File: config.mk
export PLATFORM = sky130hd
export DESIGN_NAME = spi_slave_verb
export DESIGN_NICKNAME = d
export VERILOG_FILES = /design/src/rtl/spi_slave_verb.sv
export SDC_FILE = /design/constraint.sdc
export NUM_CORES = 1
export LEC_CHECK = 0
export CORE_ASPECT_RATIO = 0.9
export CORE_UTILIZATION = 52
export DETAILED_ROUTE_END_ITERATION = 10
export HOLD_SLACK_MARGIN = 0.12
export PLACE_DENSITY = 0.9
export SYNTH_ARGS = -nofsm -noshare
export SYNTH_HDL_FRONTEND = slang
export SYNTH_SLANG_ARGS = --single-unit
File: constraint.sdc
create_clock -name clock -period 1.83 [get_ports clock]
set_input_delay 0.183 -clock clock [delete_from_list [all_inputs] [get_ports clock]]
set_output_delay 0.183 -clock clock [all_outputs]
set_load 0.1 [all_outputs]
File: src/rtl/spi_slave_verb.sv
// spi_slave_verb: single-lane full-duplex SPI target.
//
// SCK, CSN and MOSI are oversampled on the local clock. MOSI bits are packed
// MSB first into CSNUM-bit words on a valid/ready read port. MISO is shifted
// out of a TX shift register that is reloaded from a one-entry holding
// register. If the holding register is empty at reload time, the FILL word
// is sent instead.
//
// Parameters:
//   PHASE       CPHA. 0: sample on leading edge, 1: sample on trailing edge
//   ACTIVE      CPOL (idle level of SCK)
//   CSNUM       bits per word (4..32)
//   SYNC_STAGES synchroniser depth (2..3)
//   FILL        word sent on underrun, truncated to CSNUM bits
//
// Ports:
//   clock, rst_n               system clock (>= 4x SCK), async active-low reset
//   spi_csn/sck/mosi           SPI bus inputs
//   spi_miso, spi_miso_oe      SPI data out and its output enable
//   wr_vld/wr_data/wr_ready    TX holding register write port
//   rd_vld/rd_data/rd_ready    RX word read port (rd_vld held until accepted)
//   busy                       frame in progress
//   frame_end, overrun,
//   underrun, frame_err        one-cycle status pulses
//   word_cnt                   words received in the current/last frame
//
// Build option: define SPI_SLAVE_WORD_CNT_EN to build the word counter;
// without it word_cnt is tied to zero.
module spi_slave_verb #(
    parameter bit          PHASE       = 1'b0,
    parameter bit          ACTIVE      = 1'b0,
    parameter int          CSNUM       = 8,
    parameter int          SYNC_STAGES = 2,
    parameter logic [31:0] FILL        = 32'h0000_00FF
) (
    input  logic             clock,
    input  logic             rst_n,
    input  logic             spi_csn,
    input  logic             spi_sck,
    input  logic             spi_mosi,
    output logic             spi_miso,
    output logic             spi_miso_oe,
    input  logic             wr_vld,
    input  logic [CSNUM-1:0] wr_data,
    output logic             wr_ready,
    output logic             rd_vld,
    output logic [CSNUM-1:0] rd_data,
    input  logic             rd_ready,
    output logic             busy,
    output logic             frame_end,
    output logic             overrun,
    output logic             underrun,
    output logic             frame_err,
    output logic [15:0]      word_cnt
);

    localparam int               BCW    = $clog2(CSNUM);
    localparam logic [BCW-1:0]   LAST   = BCW'(CSNUM - 1);
    localparam logic [CSNUM-1:0] FILL_W = FILL[CSNUM-1:0];

    typedef enum logic [1:0] {IDLE, LOAD, SHIFT} state_t;

    state_t                 state;
    logic [SYNC_STAGES-1:0] sck_sync, csn_sync, mosi_sync;
    logic                   sck_prev, csn_prev;
    logic                   sck_p0, csn_p0;
    logic                   lead_e, trail_e;
    logic                   sample_p1, shift_p1, fall_p1, rise_p1, mosi_p1;
    logic [CSNUM-1:0]       tx_shift;
    logic [CSNUM-2:0]       rx_shift;
    logic [CSNUM-1:0]       rx_next;
    logic [BCW-1:0]         bit_cnt;
    logic                   reload_pend;
    logic [CSNUM-1:0]       hold_data;
    logic [CSNUM-1:0]       reload_word;
    logic                   reload_fill;
    logic                   do_reload;
    logic                   wr_fire;

    // ---- stage p0: synchronisers and previous-value flops ----
    always_ff @(posedge clock or negedge rst_n) begin
        if (!rst_n) begin
            sck_sync  <= {SYNC_STAGES{ACTIVE}};
            csn_sync  <= '1;
            mosi_sync <= '0;
            sck_prev  <= ACTIVE;
            csn_prev  <= 1'b1;
        end else begin
            sck_sync  <= {sck_sync[SYNC_STAGES-2:0], spi_sck};
            csn_sync  <= {csn_sync[SYNC_STAGES-2:0], spi_csn};
            mosi_sync <= {mosi_sync[SYNC_STAGES-2:0], spi_mosi};
            sck_prev  <= sck_sync[SYNC_STAGES-1];
            csn_prev  <= csn_sync[SYNC_STAGES-1];
        end
    end

    assign sck_p0  = sck_sync[SYNC_STAGES-1];
    assign csn_p0  = csn_sync[SYNC_STAGES-1];
    assign lead_e  = (sck_prev == ACTIVE) && (sck_p0 != ACTIVE);
    assign trail_e = (sck_prev != ACTIVE) && (sck_p0 == ACTIVE);

    // ---- stage p1: registered edge pulses, MOSI kept aligned with them ----
    always_ff @(posedge clock or negedge rst_n) begin
        if (!rst_n) begin
            sample_p1 <= 1'b0;
            shift_p1  <= 1'b0;
            fall_p1   <= 1'b0;
            rise_p1   <= 1'b0;
            mosi_p1   <= 1'b0;
        end else begin
            sample_p1 <= PHASE ? trail_e : lead_e;
            shift_p1  <= PHASE ? lead_e : trail_e;
            fall_p1   <= csn_prev && !csn_p0;
            rise_p1   <= !csn_prev && csn_p0;
            mosi_p1   <= mosi_sync[SYNC_STAGES-1];
        end
    end

    // Word source for a TX reload: a full holding register first, then a word
    // being written this very cycle (bypass), otherwise FILL.
    always_comb begin
        reload_word = FILL_W;
        reload_fill = 1'b1;
        if (!wr_ready) begin
            reload_word = hold_data;
            reload_fill = 1'b0;
        end else if (wr_vld) begin
            reload_word = wr_data;
            reload_fill = 1'b0;
        end
    end

    assign wr_fire   = wr_vld && wr_ready;
    assign do_reload = !rise_p1 &&
                       ((state == LOAD) || ((state == SHIFT) && shift_p1 && reload_pend));
    assign rx_next   = {rx_shift, mosi_p1};

    assign spi_miso_oe = busy;

    // ---- stage p2: frame FSM, shift registers and port registers ----
    always_ff @(posedge clock or negedge rst_n) begin
        if (!rst_n) begin
            state       <= IDLE;
            busy        <= 1'b0;
            tx_shift    <= '0;
            rx_shift    <= '0;
            bit_cnt     <= '0;
            reload_pend <= 1'b0;
            hold_data   <= '0;
            wr_ready    <= 1'b1;
            spi_miso    <= 1'b0;
            rd_vld      <= 1'b0;
            rd_data     <= '0;
            frame_end   <= 1'b0;
            overrun     <= 1'b0;
            underrun    <= 1'b0;
            frame_err   <= 1'b0;
        end else begin
            frame_end <= 1'b0;
            overrun   <= 1'b0;
            underrun  <= 1'b0;
            frame_err <= 1'b0;

            if (do_reload) begin
                underrun <= reload_fill;
                wr_ready <= 1'b1;
            end else if (wr_fire) begin
                hold_data <= wr_data;
                wr_ready  <= 1'b0;
            end

            // A word completing in this same cycle overrides the clear below.
            if (rd_vld && rd_ready) rd_vld <= 1'b0;

            if (rise_p1) begin
                state     <= IDLE;
                busy      <= 1'b0;
                frame_end <= 1'b1;
                frame_err <= (state == SHIFT) && (bit_cnt != '0);
            end else begin
                case (state)
                    IDLE: begin
                        if (fall_p1) begin
                            state <= LOAD;
                            busy  <= 1'b1;
                        end
                    end
                    LOAD: begin
                        tx_shift    <= reload_word;
                        spi_miso    <= reload_word[CSNUM-1];
                        bit_cnt     <= '0;
                        reload_pend <= 1'b0;
                        state       <= SHIFT;
                    end
                    SHIFT: begin
                        if (sample_p1) begin
                            rx_shift <= rx_next[CSNUM-2:0];
                            if (bit_cnt == LAST) begin
                                bit_cnt     <= '0;
                                rd_data     <= rx_next;
                                rd_vld      <= 1'b1;
                                overrun     <= rd_vld && !rd_ready;
                                reload_pend <= 1'b1;
                            end else begin
                                bit_cnt <= bit_cnt + BCW'(1);
                            end
                        end else if (shift_p1) begin
                            // tx_shift[MSB] is the bit on the wire for PHASE=0,
                            // and the next bit to drive for PHASE=1.
                            if (reload_pend) begin
                                reload_pend <= 1'b0;
                                spi_miso    <= reload_word[CSNUM-1];
                                tx_shift    <= PHASE ? (reload_word << 1) : reload_word;
                            end else if (PHASE) begin
                                spi_miso <= tx_shift[CSNUM-1];
                                tx_shift <= tx_shift << 1;
                            end else begin
                                spi_miso <= tx_shift[CSNUM-2];
                                tx_shift <= tx_shift << 1;
                            end
                        end
                    end
                    default: state <= IDLE;
                endcase
            end
        end
    end

`ifdef SPI_SLAVE_WORD_CNT_EN
    function automatic logic [15:0] sat_inc16(input logic [15:0] v);
        return (v == 16'hFFFF) ? v : v + 16'd1;
    endfunction

    logic word_done;
    assign word_done = !rise_p1 && (state == SHIFT) && sample_p1 && (bit_cnt == LAST);

    always_ff @(posedge clock or negedge rst_n) begin
        if (!rst_n) begin
            word_cnt <= '0;
        end else if (!rise_p1 && (state == IDLE) && fall_p1) begin
            word_cnt <= '0;
        end else if (word_done) begin
            word_cnt <= sat_inc16(word_cnt);
        end
    end
`else
    assign word_cnt = '0;
`endif

endmodule

# Yosys cells after proc, flatten, opt, wreduce, memory -nomap -nowiden
# Index checks and enable logic that the tools add are counted.
op_classes:
  add_sub_neg: 1
  n_eq_ne: 10
  n_mux: 39
  bitwise_logic: 4
  n_reduce_logical: 30
op_table:
  columns: ["cell", "n"]
  rows:
  - ["1-bit two-way mux", 25]
  - ["7-bit two-way mux", 3]
  - ["8-bit two-way mux", 2]
  - ["7-bit one-hot mux with 2 select lines", 1]
  - ["4-bit AND reduction", 3]
  - ["1-bit logical AND", 11]
  - ["2-bit inequality test, second input constant", 4]
  - ["2-bit nonzero test", 4]
  - ["3-bit two-way mux", 2]
  - ["3-bit inequality test, second input constant", 2]
  - ["2-bit one-hot mux with 3 select lines", 1]
  - ["3-bit one-hot mux with 2 select lines", 1]
  - ["2-bit AND reduction", 3]
  - ["3-bit AND reduction", 2]
  - ["1-bit logical NOT", 4]
  - ["2-bit two-way mux", 2]
  - ["1-bit NOT", 4]
  - ["1-bit one-hot mux with 2 select lines", 2]
  - ["3-bit by 1-bit adder with 3-bit output, second input constant", 1]
  - ["3-bit equality test, second input constant", 1]
  - ["3-bit by 2-bit inequality test with 1-bit output, second input constant", 1]
  - ["3-bit nonzero test", 1]
  - ["2-bit by 1-bit equality test with 1-bit output, second input constant", 1]
  - ["2-bit equality test, second input constant", 1]
  - ["2 further kinds", 2]
word_totals:
  ff_bits: 57
  in_bits: 15
  wordCells: 109

# Longest topological paths before layout
# Gate-level depths: netlist of the first run.
depth:
  word_depth: 7
  mapped_depth: 7
  depth_no_buf: 5

# Worst setup path after synthesis of the first run
# OpenSTA, ideal clock, no wires.
synth_timing:
  kind: "register to register"
  start: "register wr_ready"
  end: "register spi_miso"
  setup_time_ns: 0.069
  t_arrival_ns: 1.672
  required_time_ns: 1.761
  setup_slack_ns: 0.089
  stages_incl_launch_ff: 6
  path_buffers: 2
  path_cell_list: "dfstp_2 buf_2 buf_2 nor2_1 o31ai_1 mux2_2"
synth_between:
  elab_chain_cells: 5
synth_lines:
  columns: ["item", "line_no", "text"]
  rows:
  - ["start, declared", "45", "output logic wr_ready,"]
  - ["start signal, assigned", "150", "wr_ready <= 1'b1;"]
  - ["start signal, assigned", "166", "wr_ready <= 1'b1;"]
  - ["start signal, assigned", "169", "wr_ready <= 1'b0;"]
  - ["8-bit two-way mux *", "124", "if (!wr_ready) begin"]
  - ["1-bit two-way mux", "210", "if (reload_pend) begin"]
  - ["1-bit two-way mux", "207", "end else if (shift_p1) begin"]
  - ["1-bit two-way mux", "196", "if (sample_p1) begin"]
  - ["1-bit one-hot mux with 2 select lines *", "181", "case (state)"]
  - ["end signal, assigned", "212", "spi_miso <= reload_word[CSNUM-1];"]
  - ["end signal, assigned", "215", "spi_miso <= tx_shift[CSNUM-1];"]
  - ["end signal, assigned", "218", "spi_miso <= tx_shift[CSNUM-2];"]
  - ["end, declared", "41", "output logic spi_miso,"]
# Mark *: on every way between the ends. The rest lies on a longest branch, timed or not. The select of a mux whose other input is x is not followed.
# A chain may end at the register's enable or synchronous reset.

# Final worst setup path of the first run
layout_timing:
  start: "register state[0]"
  end: "register tx_shift[6]"
layout_between:
  elab_chain_cells: 3
layout_lines:
  columns: ["item", "line_no", "text"]
  rows:
  - ["start, declared", "63", "state_t state;"]
  - ["start signal, assigned", "143", "state <= IDLE;"]
  - ["start signal, assigned", "176", "state <= IDLE;"]
  - ["start signal, assigned", "184", "state <= LOAD;"]
  - ["2-bit equality test or 2-bit by 1-bit equality test with 1-bit output (tied branches)", "181", null]
  - ["2-bit inequality test (no line) or 2-bit nonzero test (tied branches)", null, null]
  - ["4-bit AND reduction (no line)", null, null]
  - ["end signal, assigned", "189", "tx_shift <= reload_word;"]
  - ["end signal, assigned", "213", "tx_shift <= PHASE ? (reload_word << 1) : reload_word;"]
  - ["end signal, assigned", "216", "tx_shift <= tx_shift << 1;"]
  - ["end, declared", "69", "logic [CSNUM-1:0] tx_shift;"]
# Several ways; a longest one is shown, not always the timed one.

==> qor.yml, run 1 <==
status:
  status: "finished, final reports clean"
critical_path:
  arrival_ps: 2010
  cp_slowest_cell: "dfrtp_1"
  cp_cell_sequence: "inv_1, ha_1, or2b_4, a21oi_4, mux2_2"
  endpoint_kind: "register"
  critPathRequiredTime_ps: 2050
  critPathMaxFanout: 8
  cp-start-kind: "register"
  crit_type: "reg2reg"
  cpPeakStageDelay_ps: 380
clock_network:
  clk_pin_slew_ps: 60
  cts_tree: "done"
  numCtsBuffers: 9
  clk_path_buf_depth: 2
  clock_latency_ps: 340
  htree_num_levels: 3
  cts_root_buf: "clkbuf_8"
  cts_sinks: 57
floorplanning:
  die_y_um: 69.2
  rows: 24
  dieArea_um2: 5310
  chipWidth_um: 76.7
  ios: 48
  start_util_pct: 54.0
  coreArea_um2: 4830
finish:
  n_fill_cell: 358
  num-nets-final: 267
  antenna_cells: 0
  area_delta_synth_final_pct: 21.3
  drive_above_1_share_pct: 34.0
  multi_input_area_um2: 1010
  seqCellArea_um2: 1430
synth:
  ys_async_sr_fraction_pct: 100
  ys_ff_latch: 57
  syn-mean-instance-area_um2: 12.9
  synth-edff-count: 0
  synth_area_um2: 2610
  synth_cell_types: 35
  yosys_most_used_dff: "dfrtp_1"
  ys_seq_area_share_pct: 54.8
  yosysWarnings: 0
  netlist_instances: 203
global_routing:
  first_global_vias: 1589
  grt_util_all_layers_pct: 18.9
  antenna_found_initial: 0
  use_met3_pct: 8.68
  grt_use_met2_pct: 28.8
  grt_overflow: 0
  globalRoute.busiestLayer: "met2"
  grt_max_degree: 25
  grt_pass1_wl_mm: 7.45
  use_met1_pct: 22.6
power_and_ir_drop:
  p_per_area_nw_per_um2: 1410
  power_w: 0.00447
  peakVddDrop_v: 0.000987
  p_leak_nw: 1.56
sta:
  rsz0062_at_grt: "true"
  finalHoldViolCount: 0
  tns_ps: 0
  worst_slew_pin_slew_ps: 503
  maxSlewHeadroom_pct: 66.4
  finalClockSkew_ps: 9.52
  fin_crit_ps: 1790
  setup_viol: 0
  finalCritPeriodShare_pct: 98.0
  maxSlewViolCount: 0
  fmax_mhz: 557
drt:
  drtIter0Drc: 52
  vias_per_cell: 5.11
  drcViolationCount: 0
  avgRoutedWirePerCell_um: 13.7
  ant_nets: 0
  first_pass_iters: 4
  routed_wl_mm: 4.31
  dr_total_vias: 1609
placement:
  io_buffers: 31
  globalplace.congestion: 0.794
  dp_hpwl_mm: 2.95
hold_path:
  hold_path_class: "in2reg"
job:
  cap_violations: 0
-- power breakdown --
group	switching (W)	internal (W)	leakage (nW)
Combinational	0.000813	0.000550	0.710
Clock	0.000499	0.000877	0.123
Sequential	0.000199	0.00153	0.723
Total	0.00151	0.00296	1.56
-- cells in the final DEF, fill, tap and decap left out, types with 4 or more instances in the layout --
master	n
dfrtp_1	53
mux2_2	30
buf_4	26
conb_1	16
clkdlybuf4s50_1	13
clkbuf_8	12
inv_1	11
nor2_1	10
nand3b_1	8
nor2b_1	7
and3b_1	7
o31ai_1	7
ha_1	7
a21oi_1	4
dfstp_2	4
-- registers in the layout, indices dropped and copies added, names as in the netlist, 3 cells and up --
| signal | cells |
|---|---|
| bit_cnt | 3 |
| hold_data | 8 |
| rd_data | 8 |
| rx_shift | 7 |
| tx_shift | 7 |
-- worst paths after layout --
kind	slack, ps	depth (start not counted)	end	startpoint
hold / removal	250	1	csn_sync[0]	spi_csn
setup / recovery	40	5	tx_shift[6]	state[0]
hold reg to reg	350	0	mosi_p1	mosi_sync[1]
setup reg to reg	40	5	tx_shift[6]	state[0]
max in group asynchronous	780	3	csn_sync[0]	rst_n
min in group asynchronous	360	2	rd_data[5]	rst_n
-- metal layers --
metal	share of wire (%)	up-vias
met5	0	-
met4	1.8	0
met3	6.2	8
met2	49	55
met1	43	793
li1	-	753
-- worst max-delay path: cells and delay by family (launching register included) --
kind	cells	cell delay [ps]
compound gates	1	260
buf+inv	1	80
flops	1	380
simple gates	1	290
fa+ha+maj	1	290
mux	1	380
-- timing repair --
action,in CTS,in global routing
endpoints found under the setup margin,0,15
gates resized for setup,0,1
hold endpoints to repair,22,0
hold buffers,1,0
buffers inserted,0,3
-- synthesized netlist by cell type, types with 2 or more instances --
library cell,instances,share of area (%)
a22o_1,3,1.0
ha_1,7,3.4
nor3_1,2,0.38
nor2b_1,7,1.7
dfstp_2,4,4.0
inv_1,11,1.6
buf_6,2,0.86
mux2_2,30,13
nand3b_1,8,2.3
o31ai_1,7,2.0
clkbuf_1,2,0.29
buf_2,4,0.77
buf_4,18,5.2
o22ai_1,3,0.72
dfrtp_1,53,51
nand2_1,3,0.43
and3b_1,7,2.3
o21ai_0,3,0.58
nor2_1,10,1.4
a21oi_1,4,0.77
-- per-stage QoR --
stage / hold WS [ps] / setup slack (ps) / std cells / area, um2 / util, %
2_1_floorplan: -113 / 88.8 / 218 / 2670 / -
3_3_place_gp: 169 / 92.1 / 295 / 2890 / 59.8
3_5_place_dp: 180 / 29.6 / 295 / 2890 / 59.8
4_1_cts: 235 / 7.35 / 312 / 3140 / 64.9
5_1_grt: 243 / -31.0 / 315 / 3170 / 65.5
6_report: 245 / 36.0 / 315 / 3170 / 65.5
-- final cells by class --
class                           count  share of cell area (%)
Clock buffer                       12                    5.22
Timing Repair Buffer               42                    11.4
Multi-Input combinational cell    124                    32.0
Tap cell                           65                    2.57
Clock inverter                      4                    2.33
Inverter                           11                    1.30
Sequential cell                    57                    45.2
-- logic make-up (layout without fill, tap and decap cells) --
group                    count (synthesis)  after routing  share of synthesized area (%)
other                                    1             16                          0.144
AND/OR/NAND/NOR                         45             45                           12.0
buffers and inverters                   37             69                           8.68
multiplexers                            31             31                           13.3
adder cells (fa/ha/maj)                  7              7                           3.36
flip-flops                              57             57                           54.8
AO/OA/AOI/OAI                           25             25                           7.62
Power figures use the tool's default switching activity.
==> inputs of run 2 (changes only) <==
Settings changed: CAP_MARGIN set to 10, SKIP_CTS_REPAIR_TIMING set to 1.
==> run 2 against run 1 <==
Net effect: worst hold slack improved by 0.91 ps; flip-flop and latch count unchanged; clock-buffer cell count unchanged; clock skew about the same; routed wire length grew 0.12%; register-to-register slack barely moved; first-iteration DRC count fell by 7.7%; fmax barely moved; largest cell class unchanged; highest routed layer unchanged.
==> qor.yml, run 2 (synthesis gave the netlist of run 1 again) <==
finish:
  final_cell_mix: "dfrtp_1, mux2_2, buf_4"
  drive_above_1_share_pct: 34.0
  layout_commonest_cell: "dfrtp_1"
  postLayoutCoreUtil_pct: 65.5
  area_delta_synth_final_pct: 21.3
  num-nets-final: 267
  antenna_cells: 0
  largest_registers: "hold_data: 8 flops, rd_data: 8 flops"
power_and_ir_drop:
  p_per_area_nw_per_um2: 1410
  p_leak_nw: 1.56
  peakVddDrop_v: 0.000988
  power_w: 0.00447
global_routing:
  use_met3_pct: 8.68
  grt_max_degree: 25
  grt_pass1_wl_mm: 7.39
  grt_util_all_layers_pct: 18.8
  use_met1_pct: 22.4
  grt_overflow: 0
  grt_use_met2_pct: 28.6
  antenna_found_initial: 0
  globalRoute.busiestLayer: "met2"
  first_global_vias: 1581
drt:
  vias_per_cell: 5.11
  dr_total_vias: 1609
  drcViolationCount: 0
  drtIter0Drc: 48
  routed_wl_mm: 4.32
  ant_nets: 0
  first_pass_iters: 4
  avgRoutedWirePerCell_um: 13.7
floorplanning:
  rows: 24
  die_y_um: 69.2
  chipWidth_um: 76.7
  coreArea_um2: 4830
  start_util_pct: 54.0
  ios: 48
  dieArea_um2: 5310
sta:
  finalCritPeriodShare_pct: 98.0
  finalHoldViolCount: 0
  worst_slew_pin_slew_ps: 503
  maxSlewHeadroom_pct: 66.4
  fin_ws_ps: 37.1
  maxSlewViolCount: 0
  timing.hold.ws_ps: 246
  rsz0062_at_grt: "true"
  tns_ps: 0
  setup_viol: 0
  fin_crit_ps: 1790
  fmax_mhz: 558
  finalClockSkew_ps: 9.38
hold_path:
  hold_path_end: "csn_sync[0]"
  holdPathStages: 1
  hold_path_class: "in2reg"
  hp-start: "spi_csn"
clock_network:
  htree_num_levels: 3
  clk_path_buf_depth: 2
  cts_root_buf: "clkbuf_8"
  cts_sinks: 57
  clock_latency_ps: 340
  clk_pin_slew_ps: 60
  numCtsBuffers: 9
  cts_tree: "done"
critical_path:
  r2r-start: "state[0]"
  reg2reg_depth: 5
  endpoint_kind: "register"
  critPathBufInv: 1
  cpPeakStageDelay_ps: 380
  cp_slowest_cell: "dfrtp_1"
  arrival_ps: 2010
  rrSetupSlack_ps: 40
  cp-start-kind: "register"
  cp_cell_sequence: "inv_1, ha_1, or2b_4, a21oi_4, mux2_2"
  critPathRequiredTime_ps: 2050
  cp_top_family: "flip-flops"
  crit_type: "reg2reg"
  critPathMaxFanout: 8
  critPathLaunch: "state[0]"
  worst_r2r_endpoint: "tx_shift[6]"
job:
  cap_violations: 0
status:
  status: "finished, final reports clean"
placement:
  io_buffers: 31
  post-place-ws_ps: 29.6
  dp_hpwl_mm: 2.95
  globalplace.congestion: 0.794
[run 2: cell counts in the layout (fill, tap and decap cells not counted)]
Identical to the previous run, type by type.
[run 2: power breakdown]
group	internal [W]	switching (W)	total, W
registers	0.00153	0.000199	0.00173
logic	0.000550	0.000813	0.00136
clock network	0.000877	0.000499	0.00138
total	0.00296	0.00151	0.00447
[run 2: stage by stage]
stage / cell area, um2 / instances
finish: 3170 / 315
detailed placement: 2890 / 295
floorplan: 2670 / 218
global route: 3170 / 315
global placement: 2890 / 295
CTS: 3130 / 311
[run 2: cell type report]
type	instances	area (um2)
multi-input combinational	124	1010
clock inverter	4	73.8
sequential	57	1430
inverter	11	41.3
clock buffer	12	165
tap	65	81.3
fill	358	1670
timing repair buffer	42	360
[run 2: how the worst max path moves through the flow]
| stage | to | slack (ps) | cells past startpoint |
|---|---|---|---|
| after floorplan | spi_miso | 90 | 5 |
| after global placement | tx_shift[5] | 90 | 5 |
| after detailed placement | tx_shift[6] | 30 | 5 |
| after CTS | tx_shift[6] | 7 | 5 |
| after global routing | tx_shift[6] | -30 | 5 |
| final | tx_shift[6] | 40 | 5 |
[run 2: worst reg2reg max path, delay by kind of cell, from the launching register on]
family                   cells  cell delay, ps
AO/OA/AOI/OAI                1             260
adder cells (fa/ha/maj)      1             290
buffers and inverters        1              80
flip-flops                   1             380
multiplexers                 1             380
AND/OR/NAND/NOR              1             290
[run 2: routing by layer]
metal | vias up | part of all wire, %
met5 | - | 0
met4 | 0 | 1.8
met3 | 9 | 6.0
met2 | 52 | 49
met1 | 795 | 44
li1 | 753 | -
==> inputs of run 3 (changes only) <==
Clock period 1.83 ns to 1.9 ns, I/O delays scaled along.
==> run 3 against run 2 <==
Net effect: worst hold slack better by 6.6 ps; sequential power fell by 3%; flip-flop and latch count did not move; non-clock buffer count shrank 4; clock skew decreased by 5.2 ps; clock-buffer cell count shrank 2; critical path type unchanged; routed wire length increased by 4.2%; global-route usage rose by 0.30 points; largest cell class unchanged.
==> qor.yml, run 3 (synthesis gave the netlist of run 1 again) <==
drt:
  routed_wl_mm: 4.50
  ant_nets: 0
  dr_total_vias: 1592
  drcViolationCount: 0
  avgRoutedWirePerCell_um: 14.5
  vias_per_cell: 5.12
  drtIter0Drc: 107
  first_pass_iters: 4
clock_network:
  clk_pin_slew_ps: 70
  clk_path_buf_depth: 2
  numCtsBuffers: 9
  cts_root_buf: "clkbuf_8"
  htree_num_levels: 3
  cts_sinks: 57
  clock_latency_ps: 330
  cts_tree: "done"
power_and_ir_drop:
  p_per_area_nw_per_um2: 1290
  peakVddDrop_v: 0.00109
  p_leak_nw: 1.51
  power_w: 0.00397
finish:
  final_cell_mix: "dfrtp_1, mux2_2, buf_4"
  finalNonFillerCells: 311
  area_delta_synth_final_pct: 18.4
  largest_registers: "hold_data: 8 flops, rd_data: 8 flops"
  layout_commonest_cell: "dfrtp_1"
  num-nets-final: 263
  drive_above_1_share_pct: 32.9
  antenna_cells: 0
  n_fill_cell: 371
global_routing:
  grt_max_degree: 58
  grt_overflow: 0
  first_global_vias: 1601
  grt_pass1_wl_mm: 7.71
  grt_util_all_layers_pct: 19.1
  antenna_found_initial: 0
floorplanning:
  dieArea_um2: 5310
  coreArea_um2: 4830
  die_y_um: 69.2
  chipWidth_um: 76.7
  ios: 48
  start_util_pct: 54.0
  rows: 24
sta:
  setup_viol: 0
  fin_ws_ps: 101
  rsz0062_at_grt: "false"
  finalClockSkew_ps: 4.14
  fin_crit_ps: 1800
  tns_ps: 0
  fmax_mhz: 556
  finalCritPeriodShare_pct: 94.7
  finalHoldViolCount: 0
  maxSlewViolCount: 0
critical_path:
  endpoint_kind: "register"
  crit_type: "reg2reg"
  cp-start-kind: "register"
  critPathMaxFanout: 8
  arrival_ps: 2020
  critPathRequiredTime_ps: 2120
job:
  cap_violations: 0
placement:
  globalplace.congestion: 0.820
  post-place-ws_ps: 92.8
  io_buffers: 31
  placed_cells: 293
  dp_hpwl_mm: 3.12
hold_path:
  hold_path_class: "in2reg"
status:
  status: "finished, final reports clean"
==> run 3: cell count changes in the layout (fill, tap and decap cells not counted), sizes merged <==
cell      delta
buf          -4
bufinv       -2
clkinvlp     +2
inv          +1
clkbuf       -2
clkinv       +1
==> run 3: metrics by stage <==
step / util, % / hold slack (ps) / instance area (um2)
floorplan: - / -106 / 2670
detailed placement: 59.7 / 212 / 2890
finish: 63.9 / 253 / 3090
global route: 63.9 / 251 / 3090
CTS: 63.5 / -159 / 3070
global placement: 59.7 / 208 / 2890
==> run 3: final timing paths <==
check / slack, ps / startpoint / cells after the start / endpoint
setup / recovery: 100 / state[0] / 5 / tx_shift[3]
hold / removal: 250 / spi_csn / 1 / csn_sync[0]
setup reg to reg: 100 / state[0] / 5 / tx_shift[3]
hold reg to reg: 350 / mosi_sync[0] / 0 / mosi_sync[1]
max in group asynchronous: 1210 / rst_n / 3 / csn_sync[1]
min in group asynchronous: 390 / rst_n / 3 / rd_data[4]
==> run 3: cell type report <==
type                            count  area, um2  share of cell area [%]
Inverter                           11       41.3                    1.34
Multi-Input combinational cell    124       1010                    32.8
Clock inverter                      6       42.5                    1.38
Clock buffer                       10        138                    4.46
Tap cell                           65       81.3                    2.63
Timing Repair Buffer               38        343                    11.1
Sequential cell                    57       1430                    46.3
==> run 3: per-layer routing <==
layer / share of wire (%) / track usage, % / vias to the layer above / routed length (um)
li1: - / - / 750 / -
met1: 45 / 24.6 / 793 / 2020
met2: 50 / 30.0 / 43 / 2240
met3: 4.1 / 6.32 / 6 / 184
met4: 1.3 / 7.05 / 0 / 58
met5: 0 / 0 / - / 0
==> run 3: power by group <==
| part | leakage (nW) | internal [W] | switching (W) | total [W] |
|---|---|---|---|---|
| clock | 0.0887 | 0.000509 | 0.000493 | 0.00100 |
| combinational | 0.694 | 0.000510 | 0.000787 | 0.00130 |
| sequential | 0.723 | 0.00148 | 0.000194 | 0.00167 |
| total | 1.51 | 0.00250 | 0.00147 | 0.00397 |
==> run 3: worst max-delay path, cell delays in order (launching register included) <==
cell     delay [ps]
dfrtp_1         380
inv_1            80
ha_1            290
or2b_4          290
a21oi_4         260
mux2_2          380
